--- config.mk ---
export PLATFORM = sky130hd
export DESIGN_NAME = mux_channel_scanner_flat
export DESIGN_NICKNAME = d
export VERILOG_FILES = /design/src/rtl/mux_channel_scanner_if.sv /design/src/rtl/mux_channel_scanner.sv /design/src/flat_wrapper.sv
export SDC_FILE = /design/constraint.sdc
export NUM_CORES = 1
export LEC_CHECK = 0
export CAP_MARGIN = 15
export CORE_ASPECT_RATIO = 2
export CORE_UTILIZATION = 30
export CTS_CLUSTER_DIAMETER = 200
export CTS_CLUSTER_SIZE = 20
export DETAILED_ROUTE_END_ITERATION = 7
export PLACE_DENSITY_LB_ADDON = 0.1
export SYNTH_ARGS = -nofsm -noshare
export SYNTH_HDL_FRONTEND = slang
export SYNTH_SLANG_ARGS = --single-unit
--- constraint.sdc ---
create_clock -name Clock_In -period 6.3 [get_ports Clock_In]
set_input_delay 0.945 -clock Clock_In [delete_from_list [all_inputs] [get_ports Clock_In]]
set_output_delay 0.945 -clock Clock_In [all_outputs]
set_load 0.02 [all_outputs]
--- src/rtl/mux_channel_scanner_if.sv ---
// Bundles the scan request/result and 16:1 MUX signals of mux_channel_scanner.
// The slave modport is the scanner side; the master modport is the requester and MUX side.
interface mux_channel_scanner_if;
    logic        Start_In;
    logic [15:0] Channel_Mask_In;
    logic        MUX_Data_In;
    logic        MUX_Enable_Out;
    logic [3:0]  MUX_Select_Out;
    logic        Busy_Out;
    logic        Done_Out;
    logic [15:0] Scan_Data_Out;

    modport slave (
        input  Start_In,
        input  Channel_Mask_In,
        input  MUX_Data_In,
        output MUX_Enable_Out,
        output MUX_Select_Out,
        output Busy_Out,
        output Done_Out,
        output Scan_Data_Out
    );

    modport master (
        output Start_In,
        output Channel_Mask_In,
        output MUX_Data_In,
        input  MUX_Enable_Out,
        input  MUX_Select_Out,
        input  Busy_Out,
        input  Done_Out,
        input  Scan_Data_Out
    );
endinterface

--- src/rtl/mux_channel_scanner.sv ---
// Walks the set bits of a 16-bit channel mask in ascending order through a 16:1 MUX,
// settling after every select change and then sampling one bit per channel into a result word.
//
// state  | meaning
// IDLE   | MUX disabled, waiting for Start_In
// SETTLE | select just changed, counting down settle cycles
// SAMPLE | one cycle; MUX_Data_In captured at its ending edge
// DONE   | one-cycle Done_Out pulse, Start_In ignored
module mux_channel_scanner #(
    parameter int SETTLE_CYCLES = 1
) (
    input  logic                  Clock_In,
    input  logic                  Reset_N_In,
    mux_channel_scanner_if.slave  bus
);

    typedef enum logic [1:0] {IDLE, SETTLE, SAMPLE, DONE} state_t;

    localparam logic [3:0] LP_SETTLE = 4'(SETTLE_CYCLES);
    localparam logic       LP_NO_SETTLE = (SETTLE_CYCLES == 0);

    state_t      r_state, w_state_nxt;
    logic [3:0]  r_cnt, w_cnt_nxt;
    logic [15:0] r_mask, w_mask_nxt;
    logic [15:0] r_shadow, w_shadow_nxt;
    logic [3:0]  r_sel, w_sel_nxt;
    logic        r_en, w_en_nxt;
    logic        r_busy, w_busy_nxt;
    logic        r_done, w_done_nxt;
    logic [15:0] r_data, w_data_nxt;

    logic [4:0]  w_first_bit;
    logic [4:0]  w_next_bit;
    logic [15:0] w_shadow_smp;

    // Lowest set mask bit at or above 'from'; bit 4 of the result flags "none left".
    function automatic logic [4:0] f_next_bit(input logic [15:0] mask, input logic [4:0] from);
        logic [4:0] res;
        res = 5'b10000;
        for (int i = 15; i >= 0; i--) begin
            if (mask[i] && (5'(i) >= from)) res = {1'b0, 4'(i)};
        end
        return res;
    endfunction

    assign w_first_bit  = f_next_bit(bus.Channel_Mask_In, 5'd0);
    assign w_next_bit   = f_next_bit(r_mask, {1'b0, r_sel} + 5'd1);
    assign w_shadow_smp = (r_shadow & ~(16'h0001 << r_sel)) | (16'(bus.MUX_Data_In) << r_sel);

    always_ff @(posedge Clock_In or negedge Reset_N_In) begin
        if (!Reset_N_In) begin
            r_state  <= IDLE;
            r_cnt    <= 4'd0;
            r_mask   <= 16'h0000;
            r_shadow <= 16'h0000;
            r_sel    <= 4'd0;
            r_en     <= 1'b0;
            r_busy   <= 1'b0;
            r_done   <= 1'b0;
            r_data   <= 16'h0000;
        end else begin
            r_state  <= w_state_nxt;
            r_cnt    <= w_cnt_nxt;
            r_mask   <= w_mask_nxt;
            r_shadow <= w_shadow_nxt;
            r_sel    <= w_sel_nxt;
            r_en     <= w_en_nxt;
            r_busy   <= w_busy_nxt;
            r_done   <= w_done_nxt;
            r_data   <= w_data_nxt;
        end
    end

    always_comb begin
        w_state_nxt  = r_state;
        w_cnt_nxt    = r_cnt;
        w_mask_nxt   = r_mask;
        w_shadow_nxt = r_shadow;
        w_sel_nxt    = r_sel;
        w_en_nxt     = r_en;
        w_busy_nxt   = r_busy;
        w_done_nxt   = 1'b0;
        w_data_nxt   = r_data;

        case (r_state)
            IDLE: begin
                w_en_nxt   = 1'b0;
                w_sel_nxt  = 4'd0;
                w_busy_nxt = 1'b0;
                if (bus.Start_In) begin
                    if (bus.Channel_Mask_In != 16'h0000) begin
                        w_mask_nxt   = bus.Channel_Mask_In;
                        w_shadow_nxt = 16'h0000;
                        w_sel_nxt    = w_first_bit[3:0];
                        w_en_nxt     = 1'b1;
                        w_busy_nxt   = 1'b1;
                        w_cnt_nxt    = LP_SETTLE;
                        w_state_nxt  = LP_NO_SETTLE ? SAMPLE : SETTLE;
                    end else begin
                        w_data_nxt  = 16'h0000;
                        w_done_nxt  = 1'b1;
                        w_state_nxt = DONE;
                    end
                end
            end
            SETTLE: begin
                w_cnt_nxt = r_cnt - 4'd1;
                if (r_cnt <= 4'd1) begin
                    w_cnt_nxt   = 4'd0;
                    w_state_nxt = SAMPLE;
                end
            end
            SAMPLE: begin
                w_shadow_nxt = w_shadow_smp;
                if (!w_next_bit[4]) begin
                    w_sel_nxt   = w_next_bit[3:0];
                    w_cnt_nxt   = LP_SETTLE;
                    w_state_nxt = LP_NO_SETTLE ? SAMPLE : SETTLE;
                end else begin
                    w_data_nxt  = w_shadow_smp;
                    w_en_nxt    = 1'b0;
                    w_sel_nxt   = 4'd0;
                    w_busy_nxt  = 1'b0;
                    w_done_nxt  = 1'b1;
                    w_state_nxt = DONE;
                end
            end
            DONE: begin
                w_state_nxt = IDLE;
            end
            default: begin
                w_state_nxt = IDLE;
            end
        endcase
    end

    assign bus.MUX_Enable_Out = r_en;
    assign bus.MUX_Select_Out = r_sel;
    assign bus.Busy_Out       = r_busy;
    assign bus.Done_Out       = r_done;
    assign bus.Scan_Data_Out  = r_data;

endmodule
--- src/flat_wrapper.sv ---
// flat-port wrapper written by rule: the top's interface ports become plain ports
module mux_channel_scanner_flat 
#(
    parameter int SETTLE_CYCLES = 1
)
  (Clock_In, Reset_N_In, bus_Start_In, bus_Channel_Mask_In, bus_MUX_Data_In, bus_MUX_Enable_Out, bus_MUX_Select_Out, bus_Busy_Out, bus_Done_Out, bus_Scan_Data_Out);
  mux_channel_scanner_if bus_i ();
  input  logic Clock_In;
  input  logic Reset_N_In;
  input wire logic [$bits(bus_i.Start_In)-1:0] bus_Start_In;
  input wire logic [$bits(bus_i.Channel_Mask_In)-1:0] bus_Channel_Mask_In;
  input wire logic [$bits(bus_i.MUX_Data_In)-1:0] bus_MUX_Data_In;
  output wire logic [$bits(bus_i.MUX_Enable_Out)-1:0] bus_MUX_Enable_Out;
  output wire logic [$bits(bus_i.MUX_Select_Out)-1:0] bus_MUX_Select_Out;
  output wire logic [$bits(bus_i.Busy_Out)-1:0] bus_Busy_Out;
  output wire logic [$bits(bus_i.Done_Out)-1:0] bus_Done_Out;
  output wire logic [$bits(bus_i.Scan_Data_Out)-1:0] bus_Scan_Data_Out;
  assign bus_i.Start_In = bus_Start_In;
  assign bus_i.Channel_Mask_In = bus_Channel_Mask_In;
  assign bus_i.MUX_Data_In = bus_MUX_Data_In;
  assign bus_MUX_Enable_Out = bus_i.MUX_Enable_Out;
  assign bus_MUX_Select_Out = bus_i.MUX_Select_Out;
  assign bus_Busy_Out = bus_i.Busy_Out;
  assign bus_Done_Out = bus_i.Done_Out;
  assign bus_Scan_Data_Out = bus_i.Scan_Data_Out;
  mux_channel_scanner #(.SETTLE_CYCLES(SETTLE_CYCLES)) u_core (.Clock_In(Clock_In), .Reset_N_In(Reset_N_In), .bus(bus_i));
endmodule
==> results.json <==
{
  "setup_viol": 0,
  "cts_tree": "done",
  "worst_pin_slew_ns": 0.882,
  "yosys-top-cells-area": "dfrtp_1, a221o_1, mux2_2, nand2_1, nor2_1",
  "viasPerCell": 5.61,
  "synth_common_cells": "dfrtp_1, nand2_1, nor2_1, a21oi_1, and3_1",
  "worstHoldStart": "u_core.r_shadow[7]",
  "drive_gt1_share_pct": 11.1,
  "synth_fp_nets": 428,
  "die_h_um": 160,
  "synth.cell_area_mm2": 0.00374,
  "synthMuxAreaShare_pct": 4.21,
  "rrSetupSlack_ns": 2.59,
  "slowest_delay_ns": 0.74,
  "dieArea_mm2": 0.0130,
  "r2r_start": "u_core.bus.MUX_Select_Out[0]",
  "hold_class": "reg2reg",
  "gp_congestion": 0.936,
  "diodes": 0,
  "critPathArrivalTime_ns": 3.92,
  "p_leak_nw": 2.00,
  "fin_crit_sh_pct": 58.9,
  "cpMaxStageDelayCell": "and4_1",
  "worstSetupPathType": "reg2reg",
  "first_iter_violations": 151,
  "synth-simple-area-share_pct": 21.1,
  "core_area_mm2": 0.0121,
  "start_util_pct": 30.9,
  "syn_inst": 401,
  "cp-start-kind": "register",
  "ys_ff_latch": 60,
  "end_kind": "register",
  "r2r_end": "u_core.bus.MUX_Select_Out[0]",
  "die_w_um": 81.0,
  "status": "complete, no violations",
  "grt.total_usage_pct": 18.9,
  "timing.hold.ws_ns": 0.481,
  "vdd_drop_max_v": 0.000169,
  "syn_to_final_growth_pct": 20.3,
  "multi_input_area_mm2": 0.00203,
  "r2r_cells": 8,
  "htreeDepth": 3,
  "min_path_cells": 1,
  "synth_fa_ha_area_share_pct": 2.34,
  "hold_violations": 0,
  "yosysSeqAreaShare_pct": 40.1,
  "postRouteAntennaNets": 0,
  "crit_family": "simple AND/OR/NAND/NOR gates",
  "synth_compound_area_share_pct": 25.9,
  "timing.setup.tns_ns": 0,
  "crit_path_max_fanout": 18,
  "grt_max_degree": 61,
  "cp_cell_sequence": "ha_1 > xnor2_2 > o31ai_1 > a41oi_2 > nor2b_1 > and4_1 > or4_1 > o211ai_2",
  "path_clk_slew_ns": 0.05,
  "placed_area_mm2": 0.00420,
  "required_ns": 6.51,
  "finalCriticalPeriod_ns": 3.71,
  "synth_top_area_cell": "dfrtp_1",
  "synth_cell_types": 66,
  "synth_top_family_by_area": "compound AO/OA/AOI/OAI gates",
  "antenna_found_initial": 0,
  "path_buf_inv": 0,
  "min_to": "u_core.r_shadow[7]",
  "insertion_delay_ns": 0.34,
  "root_buffer": "clkbuf_16",
  "fillers": 1276,
  "max_slew_margin_pct": 41.2,
  "syn_area_per_cell_um2": 9.34,
  "power_density_mw_per_mm2": 479,
  "synth-warning-count": 0,
  "grt_pass1_wl_um": 17600,
  "cts_resized": 0,
  "ctsHoldBuffers": 0,
  "synth_most_common_cell": "dfrtp_1",
  "cts_made_buffers": 9,
  "synth_enable_flop_cells": 0,
  "cts_sinks": 60,
  "drt_pass1_iterations": 4,
  "wire_per_inst_um": 19.5,
  "dp_hpwl_um": 8390,
  "maxCapViolations": 0,
  "cts_setup_buffers": 0,
  "grt_pass1_vias": 3176,
  "finClkSkew_ns": 0.00546,
  "ioPinCount": 43,
  "nNetsFinal": 456,
  "ys_async_sr_fraction_pct": 100,
  "numPortBuffers": 42,
  "synth_top_area_share_pct": 40.1,
  "vias": 3254,
  "design_area_mm2": 0.00450,
  "synth_ff_type": "dfrtp_1",
  "route.detailed.drc": 0,
  "wl_um": 11300,
  "cts.path.max_buffers": 2,
  "ff_latch_area_mm2": 0.00150,
  "rows": 57,
  "grt-ovfl-total": 0,
  "maxSlewViolCount": 0,
  "synth-xor-area-share_pct": 0.668,
  "fmax_mhz": 269,
  "rsz0062_at_grt": "no"
}
## worst reg2reg max path, stage by stage, from the launching register on
cell and delay [ns]:
dfrtp_1 0.66, ha_1 0.66, xnor2_2 0.23, o31ai_1 0.46, a41oi_2 0.23, nor2b_1 0.27
and4_1 0.74, or4_1 0.25, o211ai_2 0.07
## area by class of cell
| type | instances | share of cell area (%) |
|---|---|---|
| multi-input combinational | 300 | 45.1 |
| sequential | 60 | 33.3 |
| timing repair buffer | 44 | 9.56 |
| clock buffer | 10 | 5.08 |
| tap | 147 | 4.08 |
| clock inverter | 5 | 1.72 |
| inverter | 14 | 1.17 |
## where the power goes
part / internal (W) / total, W / switching [W]
Sequential: 0.000499 / 0.000673 / 0.000175
Combinational: 0.000402 / 0.000963 / 0.000562
Clock: 0.000342 / 0.000523 / 0.000181
Total: 0.00124 / 0.00216 / 0.000917
## cells by family (layout without fill, tap and decap cells)
group | Yosys count | count (layout)
AO/OA/AOI/OAI | 128 | 128
XOR/XNOR | 2 | 2
adder cells (fa/ha/maj) | 7 | 7
buffers and inverters | 41 | 73
flip-flops | 60 | 60
multiplexers | 14 | 14
AND/OR/NAND/NOR | 149 | 149
## worst max-delay path by stage
stage                                            start                           end  cells after the start
after floorplan           u_core.bus.MUX_Select_Out[0]  u_core.bus.Scan_Data_Out[15]                     12
after global placement         bus_Channel_Mask_In[10]  u_core.bus.MUX_Select_Out[1]                      8
after detailed placement  u_core.bus.MUX_Select_Out[0]  u_core.bus.MUX_Select_Out[0]                      8
after CTS                 u_core.bus.MUX_Select_Out[0]  u_core.bus.MUX_Select_Out[0]                      8
after global routing      u_core.bus.MUX_Select_Out[0]  u_core.bus.MUX_Select_Out[0]                      8
final                     u_core.bus.MUX_Select_Out[0]  u_core.bus.MUX_Select_Out[0]                      8
## registers in the layout, summed over array words and instances (netlist names)
register / cells
u_core.r_state: 2
u_core.r_cnt: 4
u_core.bus.Scan_Data_Out: 16
u_core.r_mask: 16
u_core.bus.Done_Out: 1
u_core.bus.MUX_Select_Out: 4
u_core.r_shadow: 16
u_core.bus.MUX_Enable_Out: 1
## per-layer routing
metal  share of wire, %  wire length [um]  GRT usage [%]  vias to the layer above
met5                  0                 0              0                        -
met4                4.3               482           12.1                        0
met3                2.6               300           3.03                       25
met2                 57              6440           34.3                       72
met1                 36              4100           18.9                     1607
li1                   -                 -              -                     1550
## through the flow
step | util [%] | std cells | total power [W] | setup slack (ns)
4_1_cts | 37.2 | 580 | 0.00217 | 2.61
3_3_place_gp | 34.6 | 565 | 0.00163 | 2.68
2_1_floorplan | - | 401 | 0.00134 | 3.25
3_5_place_dp | 34.6 | 565 | 0.00164 | 2.64
6_report | 37.2 | 580 | 0.00216 | 2.59
5_1_grt | 37.2 | 580 | 0.00229 | 2.33
## cells in the final DEF (no fill, tap or decap), types with 9 or more instances in the layout
| master | instances |
|---|---|
| and3_1 | 22 |
| clkbuf_16 | 9 |
| inv_1 | 14 |
| o21ai_0 | 12 |
| a22oi_1 | 17 |
| nand2_1 | 39 |
| a21oi_1 | 22 |
| dfrtp_1 | 60 |
| clkdlybuf4s50_1 | 41 |
| nor2_1 | 38 |
| a221o_1 | 16 |
| a21o_1 | 17 |
| mux2_2 | 14 |
Note: power is estimated with default switching activity, not from simulation.
